<file path="config.mk">
export PLATFORM = sky130hd
export DESIGN_NAME = key_scan_ctrl
export DESIGN_NICKNAME = d
export VERILOG_FILES = /design/src/rtl/key_pkg.sv /design/src/rtl/key_prio_enc.sv /design/src/rtl/key_scan_ctrl.sv
export SDC_FILE = /design/constraint.sdc
export NUM_CORES = 1
export LEC_CHECK = 0
export CAP_MARGIN = 20
export CORE_MARGIN = 10
export CORE_UTILIZATION = 30
export DETAILED_ROUTE_END_ITERATION = 12
export GPL_TIMING_DRIVEN = 0
export PLACE_DENSITY = 0.46
export SLEW_MARGIN = 25
export SYNTH_ARGS = -nofsm -noshare
export SYNTH_HDL_FRONTEND = slang
export SYNTH_SLANG_ARGS = --single-unit
</file>
<file path="constraint.sdc">
create_clock -name clk -period 2 [get_ports clk]
set_input_delay 0.5 -clock clk [delete_from_list [all_inputs] [get_ports clk]]
set_output_delay 0.5 -clock clk [all_outputs]
set_load 0.01 [all_outputs]
</file>
<file path="src/rtl/key_pkg.sv">
// Shared definitions for the keypad scan controller: key count, code width,
// FSM state encoding and the priority-encode helper.
// Ports: none (package).
package key_pkg;

    localparam int KEY_NUM = 10;
    localparam int CODE_W  = 4;

    // Debounce FSM states, fixed 2-bit encoding.
    typedef enum logic [1:0] {
        ST_IDLE       = 2'd0,
        ST_PRESS_DB   = 2'd1,
        ST_HELD       = 2'd2,
        ST_RELEASE_DB = 2'd3
    } key_state_t;

    // Index of the highest-numbered low (pressed) line; 0 when none is low.
    function automatic logic [CODE_W-1:0] prio_index(input logic [KEY_NUM-1:0] lines_n);
        logic [CODE_W-1:0] idx;
        idx = '0;
        for (int i = 0; i < KEY_NUM; i++) begin
            if (!lines_n[i]) begin
                idx = i[CODE_W-1:0];
            end
        end
        return idx;
    endfunction

endpackage

</file>
<file path="src/rtl/key_prio_enc.sv">
// Combinational priority encoder for active-low key lines, highest index wins.
// Ports: keys_n_i (synchronised active-low lines), gs_o (any key down),
//        enc_o (winning key index, 0 when no key is down).
module key_prio_enc
    import key_pkg::*;
(
    input  logic [KEY_NUM-1:0] keys_n_i,
    output logic               gs_o,
    output logic [CODE_W-1:0]  enc_o
);

    always_comb begin
        gs_o  = ~&keys_n_i;
        enc_o = prio_index(keys_n_i);
    end

endmodule

</file>
<file path="src/rtl/key_scan_ctrl.sv">
// Keypad scan controller: synchronises the raw active-low key lines, priority-
// encodes them, debounces press and release, and emits one code per press
// through a single-entry valid/ready buffer.
// Ports: clk, rst (sync, active-high), S_n (raw keys), code_ready (consumer
//        accept), code_valid/code (buffered key code), key_held (debounced
//        key down), ovf (one-cycle pulse when a press is dropped on a full buffer).
module key_scan_ctrl
    import key_pkg::*;
#(
    parameter int DB_CYCLES = 16
)
(
    input  logic               clk,
    input  logic               rst,
    input  logic [KEY_NUM-1:0] S_n,
    input  logic               code_ready,
    output logic               code_valid,
    output logic [CODE_W-1:0]  code,
    output logic               key_held,
    output logic               ovf
);

    localparam int CNT_W = (DB_CYCLES > 1) ? $clog2(DB_CYCLES) : 1;
    localparam logic [CNT_W-1:0] CNT_LAST = CNT_W'(DB_CYCLES - 1);

    // ------------------------------------------------------------------
    // Two-flop synchroniser; only s2_q is used past this point.
    // ------------------------------------------------------------------
    logic [KEY_NUM-1:0] s1_q;
    logic [KEY_NUM-1:0] s2_q;

    always_ff @(posedge clk) begin
        if (rst) begin
            s1_q <= '1;
            s2_q <= '1;
        end else begin
            s1_q <= S_n;
            s2_q <= s1_q;
        end
    end

    // ------------------------------------------------------------------
    // Priority encode of the synchronised lines.
    // ------------------------------------------------------------------
    logic              gs;
    logic [CODE_W-1:0] enc;

    key_prio_enc u_enc (
        .keys_n_i (s2_q),
        .gs_o     (gs),
        .enc_o    (enc)
    );

    // ------------------------------------------------------------------
    // Debounce FSM next-state logic.
    // ------------------------------------------------------------------
    key_state_t        state_q, state_d;
    logic [CNT_W-1:0]  cnt_q, cnt_d;
    logic [CODE_W-1:0] cand_q, cand_d;
    logic              press_evt;

    always_comb begin
        state_d   = state_q;
        cnt_d     = cnt_q;
        cand_d    = cand_q;
        press_evt = 1'b0;

        case (state_q)
            ST_IDLE: begin
                if (gs) begin
                    state_d = ST_PRESS_DB;
                    cand_d  = enc;
                    cnt_d   = '0;
                end
            end

            ST_PRESS_DB: begin
                // Any drop-out or change of winning key restarts from idle.
                if (!gs || (enc != cand_q)) begin
                    state_d = ST_IDLE;
                    cnt_d   = '0;
                end else if (cnt_q == CNT_LAST) begin
                    state_d   = ST_HELD;
                    press_evt = 1'b1;
                end else begin
                    cnt_d = cnt_q + CNT_W'(1);
                end
            end

            ST_HELD: begin
                // Code changes while held are deliberately ignored (no rollover).
                if (!gs) begin
                    state_d = ST_RELEASE_DB;
                    cnt_d   = '0;
                end
            end

            ST_RELEASE_DB: begin
                if (gs) begin
                    state_d = ST_HELD;
                    cnt_d   = '0;
                end else if (cnt_q == CNT_LAST) begin
                    state_d = ST_IDLE;
                end else begin
                    cnt_d = cnt_q + CNT_W'(1);
                end
            end

            default: begin
                state_d = ST_IDLE;
                cnt_d   = '0;
            end
        endcase
    end

    // ------------------------------------------------------------------
    // Output buffer next-state logic.
    // ------------------------------------------------------------------
    logic              code_valid_d;
    logic [CODE_W-1:0] code_d;
    logic              ovf_d;
    logic              key_held_d;
    logic              buf_free;

    // The slot can take a new code if it is empty or being drained this cycle.
    assign buf_free = !code_valid || code_ready;

    always_comb begin
        code_valid_d = code_valid;
        code_d       = code;
        ovf_d        = 1'b0;

        if (press_evt) begin
            if (buf_free) begin
                code_d       = cand_q;
                code_valid_d = 1'b1;
            end else begin
                ovf_d = 1'b1;
            end
        end else if (code_valid && code_ready) begin
            code_valid_d = 1'b0;
        end

        key_held_d = (state_d == ST_HELD) || (state_d == ST_RELEASE_DB);
    end

    // ------------------------------------------------------------------
    // FSM and registered outputs.
    // ------------------------------------------------------------------
    always_ff @(posedge clk) begin
        if (rst) begin
            state_q    <= ST_IDLE;
            cnt_q      <= '0;
            cand_q     <= '0;
            code_valid <= 1'b0;
            code       <= '0;
            key_held   <= 1'b0;
            ovf        <= 1'b0;
        end else begin
            state_q    <= state_d;
            cnt_q      <= cnt_d;
            cand_q     <= cand_d;
            code_valid <= code_valid_d;
            code       <= code_d;
            key_held   <= key_held_d;
            ovf        <= ovf_d;
        end
    end

endmodule

</file>
==> run_results.csv, run 1 <==
group,metric,value,unit
timing,worstMarginPinSlew,0.593,ns
detailed_routing,vias,1165,
pwr,p_sw_frac,0.242,
die,die_h,91.6,um
yosys,synth_seq_cells,36,
pwr,seqPwrFrac,0.510,
min_path,whs_endpoint,"s2_q[5]",
cts,numCtsBuffers,5,
critical_path,crit_required,2.21,ns
yosys,yosys.area.top_type,"dfxtp_1",
finish,syn2layout_area_growth,29.9,%
cts,htree_levels,2,
min_path,whs_path_depth,1,
flow_run,maxCapViolCount,0,
yosys,synth_top_area_frac,0.469,
cts,clock_sinks,36,
grt,grt_pass1_vias,1150,
timing,period_minus_slack,1.95,ns
place,port_buffers,19,
place,place_inst,244,
yosys,synthFlopType,"dfxtp_1",
timing,fin_worst_skew,0.00516,ns
critical_path,reg2regPathDepth,7,
detailed_routing,drc,0,
grt,grt_usage,0.0708,
critical_path,worst-setup-path-type,"register to register",
min_path,hp-class,"register to register",
detailed_routing,drt_iter0_drc,49,
pwr,max-vdd-ir-drop,0.375,mV
critical_path,reg2reg_to,"code[1]",
cts,cts_max_path_buffers,2,
pwr,intPower,1.15,mW
yosys,syn-num-nets,172,
die,initial_core_util,0.317,
pwr,power,1.52,mW
critical_path,cp.arrival,2.16,ns
yosys,ys_top_cells_by_count,"dfxtp_1, or2_2, nand2_1",
pwr,power_switching,0.368,mW
detailed_routing,drtAntennaViolNets,0,
finish,instances_no_fill,255,
yosys,ys_seq_area_frac,0.469,
timing,fin_crit_sh,0.973,
yosys,synth_cell_type_count,47,
yosys,synth-edff-count,0,
pwr,power_leakage,0.722,nW
detailed_routing,drt_pass1_iterations,4,
finish,nFillCells,478,
min_path,min_from,"s1_q[5]",
pwr,p_per_area,761,nW/um^2
timing,fmaxAchievable,514,MHz
detailed_routing,vias_per_cell,4.57,
critical_path,r2r_setup_slack,0.05,ns
finish,nets,201,
die,ioPinCount,20,
die,die_w,91.6,um
pwr,clkPwrFrac,0.343,
timing,grt_setup_unrepaired,"true",
finish,diodes,0,
yosys,async_reset_ff_frac,0,
pwr,comb_power_share,0.147,
yosys,netlist_top_cells_area,"dfxtp_1, or2_2, mux2i_1",
yosys,avgSynthCellArea,9.72,um^2
grt,grt_pass1_wl,4.94,mm
timing,max_slew_margin,0.602,
grt,antenna_found_initial,0,
grt,grt_max_degree,12,
cts,cts_tree,"done",
cts,cts_root_buf,"clkbuf_8",
critical_path,crit_fanout,4,
yosys,yosys_warnings,0,
cts,postCtsHoldBufs,0,
critical_path,startpoint_type,"register",
cts,clock_latency,0.28,ns
cts,cts.clk_slew.worst_paths,0.07,ns
timing,hold_viol,0,
yosys,synth_area,1540,um^2
grt,gr-total-overflow,0,
yosys,synthCells,158,
timing,setup_viol,0,
detailed_routing,wl_per_cell,11.4,um
critical_path,r2r_start,"s2_q[1]",
critical_path,cp-end-kind,"register",
die,rows,25,
die,die_area,8380,um^2
timing,holdWs,0.409,ns
place,dpl.hpwl,2.24,mm
timing,slew_violations,0,
die,core,4850,um^2
place,place.gp.congestion,0.814,
detailed_routing,wl,2.92,mm
status,status,"finished clean",
yosys,synth_most_common_cell,"dfxtp_1",
finish,drive_gt1_frac,0.309,
power groups by stage:
stage / sequential [mW] / combinational [mW] / clock (mW)
after floorplan: 0.780 / 0.150 / 0
after CTS: 0.771 / 0.207 / 0.545
after global routing: 0.778 / 0.247 / 0.572
after detailed placement: 0.786 / 0.201 / 0
after global placement: 0.785 / 0.196 / 0
final: 0.774 / 0.224 / 0.521
cell usage in the layout, fill, tap and decap left out, types with 2 or more instances in the layout:
cell type        count
a31oi_1              2
or2b_1               4
nand2_1             11
buf_4                3
and2_1               3
clkbuf_1             5
mux2i_1              5
nand4_1              3
a21oi_1              5
or2_2               20
nor2_1               7
nor3_2               2
a31o_2               2
clkdlybuf4s50_1     19
nor2b_1              4
a21oi_2              2
dfxtp_1             29
clkbuf_8             6
a21o_1               2
nand2b_1             8
dfxtp_2              6
nand3_1              3
inv_1                3
kinds of logic after synthesis:
family / share of synthesized area
AND/OR/NAND/NOR: 0.315
multiplexers: 0.0326
adder cells (fa/ha/maj): 0.00814
flip-flops: 0.469
buffers and inverters: 0.0301
XOR/XNOR: 0.00570
AO/OA/AOI/OAI: 0.139
worst max-delay path, cell delays in order (launching register included):
cell and delay [ns]:
dfxtp_2 0.32, and2b_1 0.18, o211ai_1 0.24, a311oi_2 0.16, a2111oi_4 0.45, and3_1 0.24, buf_6 0.12, mux2i_1 0.17
timing repair:
item,in CTS,in global routing
cloned,0,0
pin swaps,4,8
endpoints found under the setup margin,5,8
buffers inserted,1,2
resized for setup,4,15
flip-flops by register name, indices dropped and copies added, names as in the netlist:
register / cells
code_valid: 1
state_q: 1
key_held: 1
s2_q: 10
cand_q: 4
cnt_q: 4
s1_q: 10
code: 4
ovf: 1
through the flow:
| step | TNS (ns) | setup WS, ns | util | area [um^2] |
|---|---|---|---|---|
| floorplan | 0 | 0.163 | - | 1540 |
| global placement | -0.105 | -0.0267 | 0.373 | 1810 |
| detailed placement | -0.438 | -0.113 | 0.373 | 1810 |
| CTS | 0 | 0.00556 | 0.397 | 1930 |
| global route | -0.214 | -0.0519 | 0.412 | 2000 |
| finish | 0 | 0.0547 | 0.412 | 2000 |
routing by layer:
metal	share of wire	GRT usage
met1	0.45	0.0721
met2	0.47	0.118
met3	0.064	0.0337
met4	0.020	0.0366
met5	0	0
how the worst max path moves through the flow:
stage | start | slack, ns | depth (start not counted) | endpoint
2_1_floorplan | s2_q[9] | 0.16 | 7 | code[0]
3_3_place_gp | s2_q[7] | -0.03 | 7 | code[2]
3_5_place_dp | s2_q[7] | -0.11 | 7 | code[1]
4_1_cts | s2_q[1] | 0.006 | 7 | code[1]
6_report | s2_q[1] | 0.05 | 7 | code[1]
5_1_grt | s2_q[1] | -0.05 | 7 | code[0]
layout make-up:
class	instances	area, um^2	share of cell area
plain buffers	6	35.0	0.0176
clock buffers	7	86.3	0.0433
clock inverters	1	7.51	0.00376
inverters	3	11.3	0.00564
multi-input cells	113	827	0.414
flip-flops and latches	36	732	0.367
well taps	67	83.8	0.0420
repair buffers	22	213	0.107
No activity file was read; power rests on OpenSTA's default activity.
==> run 2: changes to the inputs <==
--- a/config.mk
+++ b/config.mk
@@ -6,11 +6,12 @@
 export NUM_CORES = 1
 export LEC_CHECK = 0
 export CAP_MARGIN = 20
-export CORE_MARGIN = 10
+export CORE_MARGIN = 3
 export CORE_UTILIZATION = 30
 export DETAILED_ROUTE_END_ITERATION = 12
 export GPL_TIMING_DRIVEN = 0
 export PLACE_DENSITY = 0.46
+export RECOVER_POWER = 25
 export SLEW_MARGIN = 25
 export SYNTH_ARGS = -nofsm -noshare
 export SYNTH_HDL_FRONTEND = slang
==> run 2 against run 1 <==
Clock power rose by 1%. Total power down 0.33%. Combinational power fell by 5%. Count of clock-buffer cells in the layout unchanged. Worst hold slack about the same. Non-clock buffer count fell by 2. Final cell count fell by 0.78%. Clock skew down 0.0011 ns. Fmax about the same. Routed wire length down 7.7%. Sequential power about the same. Critical endpoint is now key_held. Largest cell class unchanged. Highest routed layer unchanged.
==> run_results.csv, run 2 (synthesis results as in run 1) <==
group,metric,value,unit
status,status,"finished clean",
detailed_routing,drt_pass1_iterations,4,
critical_path,r2r_start,"s2_q[3]",
finish,drive_gt1_frac,0.280,
grt,grt_max_degree,12,
cts,clock_latency,0.28,ns
cts,htree_levels,2,
critical_path,crit_required,1.50,ns
place,post-place-ws,-0.130,ns
timing,grt_setup_unrepaired,"false",
critical_path,r2r_setup_slack,0.11,ns
finish,instances_no_fill,253,
critical_path,reg2reg_to,"code[1]",
grt,grt_pass1_vias,1091,
critical_path,crit_family,"buffers and inverters",
min_path,whs_path_depth,1,
pwr,p_per_area,772,nW/um^2
die,die_h,77.6,um
critical_path,slowest_stage,"clkdlybuf4s50_1",
cts,cts_tree,"done",
timing,max_slew_margin,0.632,
min_path,hp-class,"register to register",
min_path,whs_endpoint,"s2_q[5]",
place,port_buffers,19,
critical_path,crit_chain,"clkdlybuf4s50_1",
finish,largestRegisters,"s1_q (10), s2_q (10)",
grt,antenna_found_initial,0,
finish,final_common_cell,"dfxtp_1",
die,initial_core_util,0.317,
die,ioPinCount,20,
critical_path,crit_fanout,9,
pwr,clkPwrFrac,0.349,
critical_path,worst-setup-path-type,"register to output port",
finish,final_util,0.404,
critical_path,crit_path_max_incr_delay,0.61,ns
place,placed_cell_area,1810,um^2
flow_run,maxCapViolCount,0,
cts,clock_sinks,36,
grt,grt_usage,0.0990,
detailed_routing,drt_iter0_drc,51,
detailed_routing,wl_per_cell,10.6,um
min_path,min_from,"s1_q[5]",
cts,cts.clk_slew.worst_paths,0.07,ns
cts,numCtsBuffers,5,
timing,fmaxAchievable,514,MHz
place,dpl.hpwl,2.07,mm
finish,diodes,0,
critical_path,cp.arrival,1.45,ns
critical_path,cp_num_buf_inv,1,
grt,grt_pass1_wl,4.73,mm
critical_path,reg2regPathDepth,7,
timing,worstMarginPinSlew,0.549,ns
detailed_routing,drc,0,
pwr,power_switching,0.369,mW
place,place.gp.congestion,0.778,
detailed_routing,drtAntennaViolNets,0,
grt,gr-total-overflow,0,
pwr,p_sw_frac,0.244,
critical_path,startpoint_type,"register",
die,die_area,6020,um^2
cts,postCtsHoldBufs,0,
timing,period_minus_slack,1.95,ns
cts,cts_root_buf,"clkbuf_8",
die,rows,25,
timing,timing.final.ws_setup,0.0538,ns
place,place_inst,244,
detailed_routing,wl,2.69,mm
die,die_w,77.6,um
timing,fin_crit_sh,0.973,
finish,syn2layout_area_growth,27.6,%
pwr,comb_power_share,0.140,
detailed_routing,vias_per_cell,4.51,
pwr,intPower,1.14,mW
finish,nets,199,
detailed_routing,vias,1141,
pwr,seqPwrFrac,0.511,
die,core,4850,um^2
timing,hold_viol,0,
finish,most-common-layout-cells,"dfxtp_1, or2_2, clkdlybuf4s50_1, nand2_1, nand2b_1",
pwr,power_leakage,0.709,nW
timing,setup_viol,0,
timing,fin_worst_skew,0.00410,ns
finish,postLayoutCellArea,1960,um^2
timing,slew_violations,0,
critical_path,cp-end-kind,"output port",
cts,cts_max_path_buffers,2,
pwr,max-vdd-ir-drop,0.421,mV
[run 2: cell count changes in the layout (fill, tap and decap cells not counted), sizes merged]
cell,previous run,this run
dlygate4sd3,0,1
buf,4,2
clkdlybuf4s50,19,18
[run 2: power groups by stage]
stage	sequential (mW)	clock, mW	combinational, mW
floorplan	0.780	0	0.150
CTS	0.770	0.555	0.203
finish	0.774	0.528	0.212
global placement	0.785	0	0.196
detailed placement	0.786	0	0.200
global route	0.779	0.576	0.236
[run 2: metal layers]
metal | track usage | share of wire | wire length (um) | up-vias
met4 | 0.0480 | 0.022 | 60 | 0
met3 | 0.0348 | 0.056 | 152 | 8
met2 | 0.172 | 0.48 | 1290 | 25
li1 | - | - | - | 602
met1 | 0.106 | 0.44 | 1190 | 506
met5 | 0 | 0 | 0 | -
[run 2: area by class of cell]
type                       instances  area (um^2)
inverter                           3         11.3
clock inverter                     1         7.51
buffer                             6         35.0
clock buffer                       7         86.3
multi-input combinational        113          811
fill                             487         2890
sequential                        36          728
timing repair buffer              20          198
tap                               67         83.8
[run 2: per-stage QoR]
stage / hold WS [ns] / total power, mW / setup TNS (ns)
after floorplan: 0.389 / 0.930 / 0
after global placement: 0.395 / 0.981 / -0.105
after detailed placement: 0.393 / 0.986 / -0.479
after CTS: 0.410 / 1.53 / 0
after global routing: 0.419 / 1.59 / 0
final: 0.409 / 1.51 / 0
[run 2: timing repair]
item,in CTS,in global routing
buffers inserted,1,0
resized for setup,0,13
pin swaps,1,3
endpoints found under the setup margin,5,11
[run 2: worst max path at each step]
stage | startpoint | endpoint | cells after the start
final | key_held | key_held | 1
after global routing | s2_q[9] | cnt_q[1] | 7
after CTS | s2_q[1] | code[1] | 7
after detailed placement | s2_q[7] | code[1] | 7
after global placement | s2_q[7] | code[2] | 7
after floorplan | s2_q[9] | code[0] | 7
